--- config.mk ---
export PLATFORM = sky130hd
export DESIGN_NAME = prim_lfsr_bank
export DESIGN_NICKNAME = d
export VERILOG_FILES = /design/src/rtl/prim_lfsr_bank.sv
export SDC_FILE = /design/constraint.sdc
export NUM_CORES = 1
export LEC_CHECK = 0
export ABC_AREA = 1
export ABC_CLOCK_PERIOD_IN_PS = 7100
export CAP_MARGIN = 10
export CORE_ASPECT_RATIO = 0.8
export CORE_MARGIN = 3
export CORE_UTILIZATION = 40
export DETAILED_ROUTE_END_ITERATION = 8
export SKIP_LAST_GASP = 1
export SLEW_MARGIN = 25
export SYNTH_ARGS = -nofsm -noshare
export SYNTH_HDL_FRONTEND = slang
export SYNTH_SLANG_ARGS = --single-unit
--- constraint.sdc ---
create_clock -name clk_i -period 7.1 [get_ports clk_i]
set_input_delay 1.42 -clock clk_i [delete_from_list [all_inputs] [get_ports clk_i]]
set_output_delay 1.42 -clock clk_i [all_outputs]
set_load 0.05 [all_outputs]
--- src/rtl/prim_lfsr_bank.sv ---
// Bank of independent right-shift Galois LFSRs sharing one tap polynomial, with
// all-zero lockup recovery and an on-line maximal-length period checker per channel.
module prim_lfsr_bank #(
  parameter int unsigned       NumCh       = 4,
  parameter int unsigned       LfsrDw      = 16,
  parameter int unsigned       OutDw       = 8,
  parameter logic [LfsrDw-1:0] Poly        = LfsrDw'(16'hB400),
  parameter logic [LfsrDw-1:0] DefaultSeed = LfsrDw'(16'h0001)
) (
  input  logic                      clk_i,
  input  logic                      rst_i,
  input  logic [NumCh-1:0]          en_i,
  input  logic [NumCh-1:0]          seed_load_i,
  input  logic [NumCh*LfsrDw-1:0]   seed_i,
  input  logic [NumCh-1:0]          entropy_i,
  output logic [NumCh*OutDw-1:0]    data_o,
  output logic [NumCh-1:0]          lockup_o,
  output logic [NumCh-1:0]          period_done_o,
  output logic [NumCh-1:0]          period_err_o
);

  // Step count of the last state in a maximal-length period (2^LfsrDw - 1).
  localparam logic [LfsrDw-1:0] PeriodLast = '1;

  function automatic logic [LfsrDw-1:0] lfsr_step(input logic [LfsrDw-1:0] st,
                                                  input logic              ent);
    lfsr_step = (st >> 1) ^ ({LfsrDw{st[0]}} & Poly) ^ {{(LfsrDw-1){1'b0}}, ent};
  endfunction

  logic [LfsrDw-1:0] st_p0    [NumCh];
  logic [LfsrDw-1:0] ref_p0   [NumCh];
  logic [LfsrDw-1:0] cnt_p0   [NumCh];
  logic [NumCh-1:0]  taint_p0;
  logic [NumCh-1:0]  lockup_p1;
  logic [NumCh-1:0]  done_p1;
  logic [NumCh-1:0]  err_p1;

  logic [LfsrDw-1:0] nxt      [NumCh];
  logic [LfsrDw-1:0] cnt_inc  [NumCh];
  logic [NumCh-1:0]  taint_nxt;
  logic [NumCh-1:0]  hit_ref;
  logic [NumCh-1:0]  hit_last;

  always_comb begin
    for (int c = 0; c < NumCh; c++) begin
      nxt[c]       = lfsr_step(st_p0[c], entropy_i[c]);
      cnt_inc[c]   = cnt_p0[c] + LfsrDw'(1);
      taint_nxt[c] = taint_p0[c] | entropy_i[c];
      hit_ref[c]   = (nxt[c] == ref_p0[c]);
      hit_last[c]  = (cnt_inc[c] == PeriodLast);
    end
  end

  // Stage p0: channel state and period bookkeeping; p1 flags registered alongside.
  always_ff @(posedge clk_i) begin
    if (rst_i) begin
      for (int c = 0; c < NumCh; c++) begin
        st_p0[c]  <= DefaultSeed;
        ref_p0[c] <= DefaultSeed;
        cnt_p0[c] <= '0;
      end
      taint_p0  <= '0;
      lockup_p1 <= '0;
      done_p1   <= '0;
      err_p1    <= '0;
    end else begin
      for (int c = 0; c < NumCh; c++) begin
        lockup_p1[c] <= 1'b0;
        done_p1[c]   <= 1'b0;
        if (seed_load_i[c]) begin
          st_p0[c]    <= seed_i[c*LfsrDw +: LfsrDw];
          ref_p0[c]   <= seed_i[c*LfsrDw +: LfsrDw];
          cnt_p0[c]   <= '0;
          taint_p0[c] <= 1'b0;
          err_p1[c]   <= 1'b0;
        end else if (st_p0[c] == '0) begin
          st_p0[c]     <= DefaultSeed;
          ref_p0[c]    <= DefaultSeed;
          cnt_p0[c]    <= '0;
          taint_p0[c]  <= 1'b0;
          lockup_p1[c] <= 1'b1;
        end else if (en_i[c]) begin
          st_p0[c]    <= nxt[c];
          taint_p0[c] <= taint_nxt[c];
          // Any entropy injected since the last (re)seed makes the period meaningless.
          if (taint_nxt[c]) begin
            cnt_p0[c] <= '0;
          end else if (hit_ref[c] && hit_last[c]) begin
            done_p1[c] <= 1'b1;
            cnt_p0[c]  <= '0;
          end else if (hit_ref[c] || hit_last[c]) begin
            err_p1[c] <= 1'b1;
            cnt_p0[c] <= '0;
          end else begin
            cnt_p0[c] <= cnt_inc[c];
          end
        end
      end
    end
  end

  for (genvar c = 0; c < NumCh; c++) begin : g_out
    assign data_o[c*OutDw +: OutDw] = st_p0[c][OutDw-1:0];
  end

  assign lockup_o      = lockup_p1;
  assign period_done_o = done_p1;
  assign period_err_o  = err_p1;

endmodule

==> flow_summary.toml <==
[grt]
grt_first_pass_wirelength_um = 44300
grt_pass1_vias = 8733
track_usage_pct = 16.9
antenna_found_initial = 2
grt-ovfl-total = 0
grt_max_degree = 32

[power]
p_sw_share_pct = 25.0
pwr-share-seq_pct = 48.4
cellPowerDensity_mw_per_mm2 = 219
intPower_w = 0.00231
p_clk_share_pct = 39.6
combPwrFrac_pct = 12.1
totalPowerFinal_w = 0.00308
leakage_nw = 5.70
max-vdd-ir-drop_mv = 0.124
netSwitchingPower_w = 0.000771

[worst_setup_path]
critPathKind = "in -> reg"
arrival_ps = 3970
crit_required_ps = 7120
cp-start-kind = "input port"
r2r_slack_ps = 3720
cp_max_fo = 16
worst_setup_path_end_kind = "flop"

[die]
chipWidth_um = 200
die_h_um = 161
start_util_pct = 40.7
core_mm2 = 0.0294
num_rows = 56
io_pins = 122
dieArea_mm2 = 0.0321

[timing]
slew_violations = 0
fin_ws_ps = 3150
setup_violations = 0
layout_min_cycle_time_ps = 3950
rsz0062_at_grt = "false"
setup_tns_ps = 0
fin_skew_ps = 19.4
slew_headroom_pct = 35.8
fmax_ghz = 0.253
post-route-period-util_pct = 55.6
worstMarginPinSlew_ps = 961
hold_viol = 0

[final_layout]
syn_to_final_growth_pct = 17.2
n_antenna_cell = 0
fill_cells = 2809
post-route-util_pct = 47.8
fin_area_mm2 = 0.0141
layout-drive-gt1-share_pct = 5.67
layout.nets = 1612

[synthesis]
synth_edf_count = 192
synth_xor_area_share_pct = 4.53
synth-simple-area-share_pct = 29.2
synth_top_area_share_pct = 48.1
synth_compound_area_share_pct = 4.53
netlist_area_mm2 = 0.0120
synth_top_family_by_area = "simple AND/OR/NAND/NOR gates"
async_flop_share_pct = 0
ys_types = 44
yosys-top-cells-count = "nand2_1 (338), nor2_1 (260), edfxtp_1 (192)"
synth.area.top_cells = "edfxtp_1 (48%), nand2_1 (11%), nor2_1 (8.1%), inv_1 (5.9%), nand3_1 (3.0%)"
synth_nets = 1524
synthMuxAreaShare_pct = 0
yosysSeqAreaShare_pct = 50.8
synth-adder-area-share_pct = 1.67
synthMostInstantiatedCell = "nand2_1"
synth_area_leader_cell = "edfxtp_1"
synthFlopType = "edfxtp_1"
netlist_instances = 1430
yosysWarnings = 0
avgSynthCellArea_um2 = 8.38
ys_ff_latch = 208

[run]
max-cap-violations = 0

[routing]
via_per_inst = 4.91
drtPass1Iterations = 5
antenna_left = 0
routed_wl_um = 27800
drc = 0
drt_iter0_markers = 584
drt-wirelength-per-cell_um = 14.6
vias = 9380

[placed_design]
gp_congestion = 0.890
io_buffers = 121
pre_cts_slack_ps = 2570
placed_area_mm2 = 0.0133
dp_hpwl_um = 20400

[run_status]
outcome = "complete, no violations"

[cts]
clock_latency_ps = 510
cts_tree = "yes"
clk_pin_slew_ps = 60
cts_sinks = 208
numCtsBuffers = 23
clk_path_buf_depth = 3
post_cts_resized = 0
ctsHoldBuffers = 0
htree_levels = 1
cts_setup_buffers = 0
cts-root-buf = "clkbuf_16"

[min_path]
hold_path_class = "reg -> reg"
==> stage by stage <==
step	hold slack, ps	cells
after floorplan	444	1430
after global placement	455	1870
after detailed placement	462	1870
after CTS	477	1911
after global routing	504	1911
final	473	1911
==> placed cells by master (no fill, tap or decap), types with 10 or more instances in the layout <==
master,Yosys,layout
nand2_2,10,10
clkbuf_16,0,23
nor3_1,11,11
o22ai_1,18,18
xnor2_1,26,26
nand3b_1,12,12
xor2_1,36,36
a21oi_1,19,19
nor2_1,260,260
edfxtp_1,192,192
nand2_1,338,338
nand4_1,48,48
o21ai_0,39,39
dfxtp_1,16,16
clkdlybuf4s50_1,0,121
nand3_1,73,73
ha_1,16,16
inv_1,187,187
==> critical path, stage by stage <==
cell and delay (ps):
clkdlybuf4s50_1 510, xor2_1 240, xnor2_1 200, nand4_1 120, nor2_1 110, nand2_1 60, ha_1 250, o41ai_1 400
nand3_1 650
==> worst paths after layout <==
kind	to	cells past startpoint	start
hold reg to reg	period_err_o[0]	2	period_err_o[0]
hold / removal	period_err_o[0]	2	period_err_o[0]
setup reg to reg	cnt_p0[3][8]	13	cnt_p0[3][0]
setup / recovery	cnt_p0[2][9]	9	entropy_i[2]
==> area by class of cell <==
cell class | instances | area [µm²] | area share (%)
flip-flops and latches | 208 | 6090 | 43.3
multi-input cells | 968 | 4790 | 34.1
repair buffers | 122 | 1220 | 8.67
inverters | 195 | 733 | 5.22
clock buffers | 32 | 609 | 4.34
well taps | 377 | 472 | 3.36
clock inverters | 9 | 145 | 1.03
==> power groups by stage <==
| stage | logic [W] | clock network, W | registers, W |
|---|---|---|---|
| floorplan | 0.000271 | 0 | 0.00149 |
| global placement | 0.000370 | 0 | 0.00151 |
| detailed placement | 0.000373 | 0 | 0.00151 |
| CTS | 0.000375 | 0.00125 | 0.00149 |
| global route | 0.000414 | 0.00130 | 0.00150 |
| finish | 0.000372 | 0.00122 | 0.00149 |
==> state kept, by name, summed over array words and instances (netlist names) <==
signal / count
cnt_p0: 64
lockup_o: 4
period_done_o: 4
period_err_o: 4
ref_p0: 64
st_p0: 64
taint_p0: 4
==> per-layer routing <==
metal / track usage, % / share of wire [%]
met3: 3.17 / 5.6
met2: 25.2 / 42
met5: 0 / 0.14
met1: 26.0 / 51
met4: 3.08 / 1.4
==> cells by family (layout without fill, tap and decap cells) <==
group	count (synthesis)	after routing
compound gates	96	96
xor+xnor	62	62
simple gates	794	794
flops	208	208
fa+ha+maj	16	16
buf+inv	254	358
No activity file was read; power rests on OpenSTA's default activity.
